[config.mk]
export PLATFORM = sky130hd
export DESIGN_NAME = pipeline_decode_stage_flat
export DESIGN_NICKNAME = d
export VERILOG_FILES = /design/src/rtl/pipeline_decode_stage_pkg.sv /design/src/rtl/pipeline_decode_stage_if.sv /design/src/rtl/pipeline_decode_stage_decode_control_table.sv /design/src/rtl/pipeline_decode_stage.sv /design/src/flat_wrapper.sv
export SDC_FILE = /design/constraint.sdc
export NUM_CORES = 1
export LEC_CHECK = 0
export BUFFER_PORTS_ARGS = -buffer_cell sky130_fd_sc_hd__buf_2
export CORE_MARGIN = 2
export CORE_UTILIZATION = 45
export DETAILED_ROUTE_END_ITERATION = 12
export GPL_TIMING_DRIVEN = 0
export HOLD_SLACK_MARGIN = 0.03
export PLACE_DENSITY = 0.76
export REMOVE_ABC_BUFFERS = 1
export SLEW_MARGIN = 20
export SYNTH_ARGS = -nofsm -noshare
export SYNTH_HDL_FRONTEND = slang
export SYNTH_SLANG_ARGS = --single-unit
[constraint.sdc]
create_clock -name clock -period 7.79 [get_ports clock]
set_clock_uncertainty 0.05 [all_clocks]
set_input_delay 1.1685 -clock clock [delete_from_list [all_inputs] [get_ports clock]]
set_output_delay 1.1685 -clock clock [all_outputs]
set_load 0.1 [all_outputs]
[src/rtl/pipeline_decode_stage_pkg.sv]
// Shared opcodes, control encodings and the decoded control bundle for the decode stage.
package pipeline_decode_stage_pkg;

  localparam logic [3:0] OP_SUM     = 4'b0000;
  localparam logic [3:0] OP_OR      = 4'b0001;
  localparam logic [3:0] OP_AND     = 4'b0010;
  localparam logic [3:0] OP_NOT     = 4'b0011;
  localparam logic [3:0] OP_COND    = 4'b1011;
  localparam logic [3:0] OP_STORE   = 4'b1100;
  localparam logic [3:0] OP_LOAD    = 4'b1101;
  localparam logic [3:0] OP_COPY    = 4'b1110;
  localparam logic [3:0] OP_COPY_IN = 4'b1111;

  typedef enum logic [1:0] {
    ALU_ADD = 2'b00,
    ALU_OR  = 2'b01,
    ALU_AND = 2'b10,
    ALU_NOT = 2'b11
  } alu_op_e;

  typedef enum logic [2:0] {
    MUX_NONE = 3'b000,
    MUX_MEM  = 3'b001,
    MUX_IN   = 3'b010,
    MUX_ALU  = 3'b011,
    MUX_RF   = 3'b100
  } mux_sel_e;

  typedef struct packed {
    logic     write_enable;
    alu_op_e  control_alu;
    mux_sel_e control_mux;
    logic     mem_read;
    logic     mem_write;
    logic     cond_copy;
  } ctrl_t;

endpackage

[src/rtl/pipeline_decode_stage_if.sv]
// Upstream/downstream handshake and decoded ID/EX bundle of the decode stage.
interface pipeline_decode_stage_if #(
  parameter int INSTR_W    = 20,
  parameter int OPCODE_W   = 4,
  parameter int REG_ADDR_W = 4,
  parameter int CNT_W      = 16
);
  logic                  in_valid;
  logic                  in_ready;
  logic [INSTR_W-1:0]    instruction;
  logic                  flush;
  logic                  out_valid;
  logic                  out_ready;
  logic [OPCODE_W-1:0]   opcode_out;
  logic [REG_ADDR_W-1:0] write_address;
  logic                  write_enable;
  logic [REG_ADDR_W-1:0] read_address_rf1;
  logic [REG_ADDR_W-1:0] read_address_rf2;
  logic [1:0]            control_alu;
  logic [2:0]            control_mux;
  logic                  mem_read;
  logic                  mem_write;
  logic                  cond_copy;
  logic [CNT_W-1:0]      bubble_count;

  // Environment side: fetch register upstream plus execute stage downstream.
  modport master (
    output in_valid, instruction, flush, out_ready,
    input  in_ready, out_valid, opcode_out, write_address, write_enable,
           read_address_rf1, read_address_rf2, control_alu, control_mux,
           mem_read, mem_write, cond_copy, bubble_count
  );

  // Decode stage side.
  modport slave (
    input  in_valid, instruction, flush, out_ready,
    output in_ready, out_valid, opcode_out, write_address, write_enable,
           read_address_rf1, read_address_rf2, control_alu, control_mux,
           mem_read, mem_write, cond_copy, bubble_count
  );
endinterface

[src/rtl/pipeline_decode_stage_decode_control_table.sv]
// Pure combinational opcode decoder: register addresses, control bundle and read-use flags.
module decode_control_table
  import pipeline_decode_stage_pkg::*;
#(
  parameter int OPCODE_W   = 4,
  parameter int REG_ADDR_W = 4
) (
  input  logic [OPCODE_W-1:0]   opcode,
  input  logic [REG_ADDR_W-1:0] field_a,
  input  logic [REG_ADDR_W-1:0] field_b,
  input  logic [REG_ADDR_W-1:0] field_c,
  output logic [REG_ADDR_W-1:0] rf1,
  output logic [REG_ADDR_W-1:0] rf2,
  output logic [REG_ADDR_W-1:0] write_address,
  output ctrl_t                 ctrl,
  output logic                  use_rf1,
  output logic                  use_rf2
);

  // Unknown opcodes fall through as no-ops reading B/C with every enable low.
  always_comb begin
    rf1           = field_b;
    rf2           = field_c;
    write_address = '0;
    ctrl          = '0;
    use_rf1       = 1'b0;
    use_rf2       = 1'b0;
    case (opcode)
      OPCODE_W'(OP_STORE): begin
        rf1            = field_a;
        rf2            = field_b;
        ctrl.mem_write = 1'b1;
        use_rf1        = 1'b1;
        use_rf2        = 1'b1;
      end
      OPCODE_W'(OP_LOAD): begin
        write_address     = field_a;
        ctrl.write_enable = 1'b1;
        ctrl.control_mux  = MUX_MEM;
        ctrl.mem_read     = 1'b1;
        use_rf1           = 1'b1;
        use_rf2           = 1'b1;
      end
      OPCODE_W'(OP_COND): begin
        write_address     = field_a;
        ctrl.write_enable = 1'b1;
        ctrl.control_mux  = MUX_RF;
        ctrl.cond_copy    = 1'b1;
        use_rf1           = 1'b1;
        use_rf2           = 1'b1;
      end
      OPCODE_W'(OP_COPY_IN): begin
        write_address     = field_a;
        ctrl.write_enable = 1'b1;
        ctrl.control_mux  = MUX_IN;
      end
      OPCODE_W'(OP_COPY): begin
        write_address     = field_a;
        ctrl.write_enable = 1'b1;
        ctrl.control_mux  = MUX_RF;
        use_rf1           = 1'b1;
      end
      OPCODE_W'(OP_SUM), OPCODE_W'(OP_OR), OPCODE_W'(OP_AND): begin
        write_address     = field_a;
        ctrl.write_enable = 1'b1;
        ctrl.control_mux  = MUX_ALU;
        ctrl.control_alu  = (opcode == OPCODE_W'(OP_SUM)) ? ALU_ADD :
                            (opcode == OPCODE_W'(OP_OR))  ? ALU_OR  : ALU_AND;
        use_rf1           = 1'b1;
        use_rf2           = 1'b1;
      end
      OPCODE_W'(OP_NOT): begin
        write_address     = field_a;
        ctrl.write_enable = 1'b1;
        ctrl.control_mux  = MUX_ALU;
        ctrl.control_alu  = ALU_NOT;
        use_rf1           = 1'b1;
      end
      default: ;
    endcase
  end

endmodule

[src/rtl/pipeline_decode_stage.sv]
// Decode stage: valid/ready handshake, load-use interlock, flush and ID/EX output register.
module pipeline_decode_stage
  import pipeline_decode_stage_pkg::*;
#(
  parameter int INSTR_W    = 20,
  parameter int OPCODE_W   = 4,
  parameter int REG_ADDR_W = 4,
  parameter int CNT_W      = 16
) (
  input logic                    clock,
  input logic                    reset,
  pipeline_decode_stage_if.slave bus
);

  localparam int A_MSB = INSTR_W - OPCODE_W - 1;
  localparam int B_MSB = A_MSB - REG_ADDR_W;
  localparam int C_MSB = B_MSB - REG_ADDR_W;

  logic [OPCODE_W-1:0]   opcode;
  logic [REG_ADDR_W-1:0] field_a, field_b, field_c;
  logic [REG_ADDR_W-1:0] dec_rf1, dec_rf2, dec_write_address;
  ctrl_t                 dec_ctrl;
  logic                  use_rf1, use_rf2;

  logic                  out_valid_q;
  logic [OPCODE_W-1:0]   opcode_q;
  logic [REG_ADDR_W-1:0] write_address_q, rf1_q, rf2_q;
  ctrl_t                 ctrl_q;
  logic                  last_load;
  logic [REG_ADDR_W-1:0] last_dest;
  logic [CNT_W-1:0]      bubble_q;

  logic advance, hazard, in_ready_c, accept;
  logic unused_instruction_parity;

  assign opcode  = bus.instruction[INSTR_W-1 -: OPCODE_W];
  assign field_a = bus.instruction[A_MSB -: REG_ADDR_W];
  assign field_b = bus.instruction[B_MSB -: REG_ADDR_W];
  assign field_c = bus.instruction[C_MSB -: REG_ADDR_W];

  // Trailing instruction bits beyond field C carry nothing for this stage.
  assign unused_instruction_parity = ^bus.instruction;

  decode_control_table #(
    .OPCODE_W  (OPCODE_W),
    .REG_ADDR_W(REG_ADDR_W)
  ) u_table (
    .opcode       (opcode),
    .field_a      (field_a),
    .field_b      (field_b),
    .field_c      (field_c),
    .rf1          (dec_rf1),
    .rf2          (dec_rf2),
    .write_address(dec_write_address),
    .ctrl         (dec_ctrl),
    .use_rf1      (use_rf1),
    .use_rf2      (use_rf2)
  );

  assign advance = !out_valid_q || bus.out_ready;
  assign hazard  = bus.in_valid && last_load &&
                   ((use_rf1 && (dec_rf1 == last_dest)) ||
                    (use_rf2 && (dec_rf2 == last_dest)));
  assign in_ready_c = advance && !hazard && !bus.flush && reset;
  assign accept     = bus.in_valid && in_ready_c;

  // ID/EX register plus interlock state; flush beats hazard and accept, stall holds everything.
  always_ff @(posedge clock) begin
    if (!reset) begin
      out_valid_q     <= 1'b0;
      opcode_q        <= '0;
      write_address_q <= '0;
      rf1_q           <= '0;
      rf2_q           <= '0;
      ctrl_q          <= '0;
      last_load       <= 1'b0;
      last_dest       <= '0;
      bubble_q        <= '0;
    end else if (bus.flush) begin
      out_valid_q <= 1'b0;
      last_load   <= 1'b0;
    end else if (advance) begin
      if (accept) begin
        out_valid_q     <= 1'b1;
        opcode_q        <= opcode;
        write_address_q <= dec_write_address;
        rf1_q           <= dec_rf1;
        rf2_q           <= dec_rf2;
        ctrl_q          <= dec_ctrl;
        last_load       <= dec_ctrl.mem_read;
        if (dec_ctrl.mem_read) begin
          last_dest <= field_a;
        end
      end else if (hazard) begin
        out_valid_q <= 1'b0;
        last_load   <= 1'b0;
        if (bubble_q != '1) begin
          bubble_q <= bubble_q + CNT_W'(1);
        end
      end else begin
        out_valid_q <= 1'b0;
      end
    end
  end

  assign bus.in_ready         = in_ready_c;
  assign bus.out_valid        = out_valid_q;
  assign bus.opcode_out       = opcode_q;
  assign bus.write_address    = write_address_q;
  assign bus.write_enable     = ctrl_q.write_enable;
  assign bus.read_address_rf1 = rf1_q;
  assign bus.read_address_rf2 = rf2_q;
  assign bus.control_alu      = ctrl_q.control_alu;
  assign bus.control_mux      = ctrl_q.control_mux;
  assign bus.mem_read         = ctrl_q.mem_read;
  assign bus.mem_write        = ctrl_q.mem_write;
  assign bus.cond_copy        = ctrl_q.cond_copy;
  assign bus.bubble_count     = bubble_q;

endmodule
[src/flat_wrapper.sv]
// flat-port wrapper written by rule: the top's interface ports become plain ports
module pipeline_decode_stage_flat import pipeline_decode_stage_pkg::*;
#(
  parameter int INSTR_W    = 20,
  parameter int OPCODE_W   = 4,
  parameter int REG_ADDR_W = 4,
  parameter int CNT_W      = 16
)
  (clock, reset, bus_in_valid, bus_instruction, bus_flush, bus_out_ready, bus_in_ready, bus_out_valid, bus_opcode_out, bus_write_address, bus_write_enable, bus_read_address_rf1, bus_read_address_rf2, bus_control_alu, bus_control_mux, bus_mem_read, bus_mem_write, bus_cond_copy, bus_bubble_count);
  pipeline_decode_stage_if #(.INSTR_W(INSTR_W), .OPCODE_W(OPCODE_W), .REG_ADDR_W(REG_ADDR_W), .CNT_W(CNT_W)) bus_i ();
  input logic clock;
  input logic reset;
  input wire logic [$bits(bus_i.in_valid)-1:0] bus_in_valid;
  input wire logic [$bits(bus_i.instruction)-1:0] bus_instruction;
  input wire logic [$bits(bus_i.flush)-1:0] bus_flush;
  input wire logic [$bits(bus_i.out_ready)-1:0] bus_out_ready;
  output wire logic [$bits(bus_i.in_ready)-1:0] bus_in_ready;
  output wire logic [$bits(bus_i.out_valid)-1:0] bus_out_valid;
  output wire logic [$bits(bus_i.opcode_out)-1:0] bus_opcode_out;
  output wire logic [$bits(bus_i.write_address)-1:0] bus_write_address;
  output wire logic [$bits(bus_i.write_enable)-1:0] bus_write_enable;
  output wire logic [$bits(bus_i.read_address_rf1)-1:0] bus_read_address_rf1;
  output wire logic [$bits(bus_i.read_address_rf2)-1:0] bus_read_address_rf2;
  output wire logic [$bits(bus_i.control_alu)-1:0] bus_control_alu;
  output wire logic [$bits(bus_i.control_mux)-1:0] bus_control_mux;
  output wire logic [$bits(bus_i.mem_read)-1:0] bus_mem_read;
  output wire logic [$bits(bus_i.mem_write)-1:0] bus_mem_write;
  output wire logic [$bits(bus_i.cond_copy)-1:0] bus_cond_copy;
  output wire logic [$bits(bus_i.bubble_count)-1:0] bus_bubble_count;
  assign bus_i.in_valid = bus_in_valid;
  assign bus_i.instruction = bus_instruction;
  assign bus_i.flush = bus_flush;
  assign bus_i.out_ready = bus_out_ready;
  assign bus_in_ready = bus_i.in_ready;
  assign bus_out_valid = bus_i.out_valid;
  assign bus_opcode_out = bus_i.opcode_out;
  assign bus_write_address = bus_i.write_address;
  assign bus_write_enable = bus_i.write_enable;
  assign bus_read_address_rf1 = bus_i.read_address_rf1;
  assign bus_read_address_rf2 = bus_i.read_address_rf2;
  assign bus_control_alu = bus_i.control_alu;
  assign bus_control_mux = bus_i.control_mux;
  assign bus_mem_read = bus_i.mem_read;
  assign bus_mem_write = bus_i.mem_write;
  assign bus_cond_copy = bus_i.cond_copy;
  assign bus_bubble_count = bus_i.bubble_count;
  pipeline_decode_stage #(.INSTR_W(INSTR_W), .OPCODE_W(OPCODE_W), .REG_ADDR_W(REG_ADDR_W), .CNT_W(CNT_W)) u_core (.clock(clock), .reset(reset), .bus(bus_i));
endmodule
==> impl_metrics.env <==
export IMPL_run_status="complete, no violations"
export IMPL_critPathMaxFanout=14
export IMPL_tns_ns=0
export IMPL_post_drt_wl_per_cell_um=13.0
export IMPL_hold_buffers=0
export IMPL_reg2reg_slack_ns=5.16
export IMPL_peakVddDrop_v=0.000124
export IMPL_dp_hpwl_um=3790
export IMPL_clock_path_buffers=2
export IMPL_wirelength_um=5240
export IMPL_drv_slew=0
export IMPL_syn_inst=280
export IMPL_hp_class="reg -> reg"
export IMPL_max_slew_worst_pin_slew_ns=0.717
export IMPL_leakagePower_nw=1.12
export IMPL_seq_area_frac_synth=0.400
export IMPL_cts_resized=0
export IMPL_fmax_mhz=203
export IMPL_core_um2=5070
export IMPL_drc=0
export IMPL_p_sw_w=0.000145
export IMPL_endpoint_kind="primary output"
export IMPL_drtIter0Drc=65
export IMPL_nFillCells=494
export IMPL_period_share=0.633
export IMPL_cts_tree="built"
export IMPL_cpPeakStageDelay_ns=0.69
export IMPL_netlist_area_um2=2350
export IMPL_grt_pass1_wl_um=8870
export IMPL_critPathKind="in -> out"
export IMPL_cpMaxStageDelayCell="and4bb_1"
export IMPL_ys_types=39
export IMPL_start_util=0.463
export IMPL_ant_nets=0
export IMPL_portBuffers=63
export IMPL_final_cell_area_um2=2780
export IMPL_grt_pass1_vias=1906
export IMPL_via_count=2169
export IMPL_grt_overflow_total=0
export IMPL_relSlewSlack=0.520
export IMPL_arrival_ns=3.72
export IMPL_synthToLayoutAreaGrowth_pct=18.3
export IMPL_fin_nets=357
export IMPL_finalSetupViolations=0
export IMPL_rows=26
export IMPL_n_antenna_cell=0
export IMPL_place_area_um2=2700
export IMPL_path_buf_inv=2
export IMPL_finalCriticalPeriod_ns=4.93
export IMPL_start_kind="input port"
export IMPL_required_ns=6.57
export IMPL_antenna_found_initial=0
export IMPL_firstDrtPassIters=4
export IMPL_clk_latency_ns=0.30
export IMPL_via_per_inst=5.40
export IMPL_synth_edff_count=0
export IMPL_pwr_share_clk=0.301
export IMPL_ios=68
export IMPL_h_tree_depth=2
export IMPL_cts_setup_buffers=0
export IMPL_hold_viol=0
export IMPL_synth_area_leaders="dfxtp_1 40%, mux2i_1 7.7%, nand2_1 7.3%"
export IMPL_numCtsBuffers=5
export IMPL_path_clk_slew_ns=0.09
export IMPL_dieWidth_um=76.3
export IMPL_p_int_w=0.000327
export IMPL_yosysTopAreaCell="dfxtp_1"
export IMPL_pwr_share_comb=0.174
export IMPL_path_delay_family="simple AND/OR/NAND/NOR gates"
export IMPL_clock_sinks=47
export IMPL_syn_mean_instance_area_um2=8.40
export IMPL_clock_root_buffer="clkbuf_8"
export IMPL_rsz0062_at_grt="false"
export IMPL_die_h_um=76.3
export IMPL_grt_max_degree=37
export IMPL_ys_flop_type="dfxtp_1"
export IMPL_synth_top_area_share=0.400
export IMPL_drv_cap=0
export IMPL_async_flop_share=0
export IMPL_gp_congestion=0.865
export IMPL_ys_seq_elements=47
export IMPL_ys_warnings_count=0
export IMPL_cp_cell_sequence="buf_2, and4bb_1, mux2i_1, xnor2_1, nor4_4, nor2_2, and3_1, buf_2"
export IMPL_cpMostUsedCell="buf_2"
export IMPL_powerDensity_nw_per_um2=170
export IMPL_drive_gt1_frac=0.229
export IMPL_switching_share=0.308
export IMPL_track_usage=0.182
export IMPL_pwr_share_seq=0.525
export IMPL_dieArea_um2=5820
[sequential cells by signal, indices dropped and copies added (netlist names)]
name and flops:
u_core.bus.control_alu 2, u_core.bus.write_address 4, u_core.bus.read_address_rf2 4, u_core.bus.read_address_rf1 4, u_core.last_dest 4, u_core.bus.control_mux 3
u_core.bus.write_enable 1, u_core.last_load 1, u_core.bus.cond_copy 1, u_core.bus.bubble_count 16, u_core.bus.opcode_out 4, u_core.bus.out_valid 1
u_core.bus.mem_write 1, u_core.bus.mem_read 1
[worst reg2reg max path, stage by stage (launching register included)]
cell     delay, ns
dfxtp_1       0.42
xnor2_1       0.14
o21ai_0       0.09
or4_1         0.51
a21oi_1       0.33
nor2_2        0.17
buf_8         0.19
or4_1         0.50
a21oi_1       0.16
[area by class of cell]
type	instances	area, µm²	share of cell area
multi-input cells	208	1310	0.470
flip-flops and latches	47	941	0.338
repair buffers	66	353	0.127
well taps	70	87.6	0.0315
clock buffers	7	76.3	0.0274
inverters	3	11.3	0.00405
clock inverters	1	5.00	0.00180
[synth_stat cells, types with 2 or more instances]
library cell	count
clkbuf_1	12
or4_1	10
nand2b_1	6
a21boi_0	3
a21oi_1	12
nor4_1	2
o2111ai_1	3
nor3_1	3
o31ai_1	9
nand3_1	14
nand3b_1	2
and4_1	3
nand2_1	46
nand4_1	6
dfxtp_1	47
o21ai_1	2
nor2_1	15
buf_2	7
xnor2_1	6
inv_1	3
and3_1	2
mux2i_1	18
a211oi_1	9
o21ai_0	20
xor2_1	6
[routing by layer]
metal,track usage,share of wire,vias up
met1,0.238,0.46,994
li1,-,-,1109
met4,0.0491,0.0076,0
met5,0,0,-
met2,0.296,0.46,61
met3,0.0498,0.067,5
[power by group through the flow]
stage | Sequential, W | Combinational [W] | Clock [W]
after floorplan | 0.000289 | 0.0000233 | 0
after global placement | 0.000253 | 0.0000807 | 0
after detailed placement | 0.000253 | 0.0000827 | 0
after CTS | 0.000248 | 0.0000829 | 0.000147
after global routing | 0.000249 | 0.0000876 | 0.000154
final | 0.000248 | 0.0000823 | 0.000142
[stage by stage]
stage	util	power (W)	hold WS (ns)	setup slack [ns]	std cells
floorplan	-	0.000312	0.398	2.49	258
global placement	0.522	0.000334	0.384	1.92	391
detailed placement	0.532	0.000336	0.386	2.84	394
CTS	0.548	0.000477	0.406	2.82	402
global route	0.548	0.000490	0.428	2.59	402
finish	0.548	0.000472	0.404	2.86	402
[kinds of logic after synthesis]
logic type	Yosys count	share of synthesized area
multiplexers	19	0.0825
AND/OR/NAND/NOR	117	0.264
flip-flops	47	0.400
buffers and inverters	25	0.0484
XOR/XNOR	12	0.0447
adder cells (fa/ha/maj)	2	0.00958
AO/OA/AOI/OAI	58	0.151
[cell usage in the layout (no fill, tap or decap), types with 2 or more instances in the layout]
cell type / Yosys / final
nand3b_1: 2 / 2
o31ai_1: 9 / 9
and3_1: 2 / 2
a21oi_1: 12 / 12
buf_6: 1 / 2
or4_1: 10 / 10
o21ai_1: 2 / 2
nand3_1: 14 / 14
mux2i_1: 18 / 18
xnor2_1: 6 / 6
nand4_1: 6 / 6
xor2_1: 6 / 6
inv_1: 3 / 3
clkbuf_1: 12 / 2
nor3_1: 3 / 3
clkbuf_8: 0 / 5
nand2b_1: 6 / 6
nand2_1: 46 / 46
a211oi_1: 9 / 9
and4_1: 3 / 3
o2111ai_1: 3 / 3
buf_2: 7 / 63
nor4_1: 2 / 2
dfxtp_1: 47 / 47
nor2_1: 15 / 14
o21ai_0: 20 / 20
a21boi_0: 3 / 3
[final timing paths]
check | startpoint | end | depth (start not counted)
min reg2reg | u_core.bus.control_mux[1] | u_core.bus.control_mux[1] | 2
min | u_core.bus.control_mux[1] | u_core.bus.control_mux[1] | 2
max reg2reg | u_core.last_dest[0] | u_core.bus.bubble_count[9] | 8
max | bus_instruction[18] | bus_in_ready | 8
No activity file was read; power rests on OpenSTA's default activity.
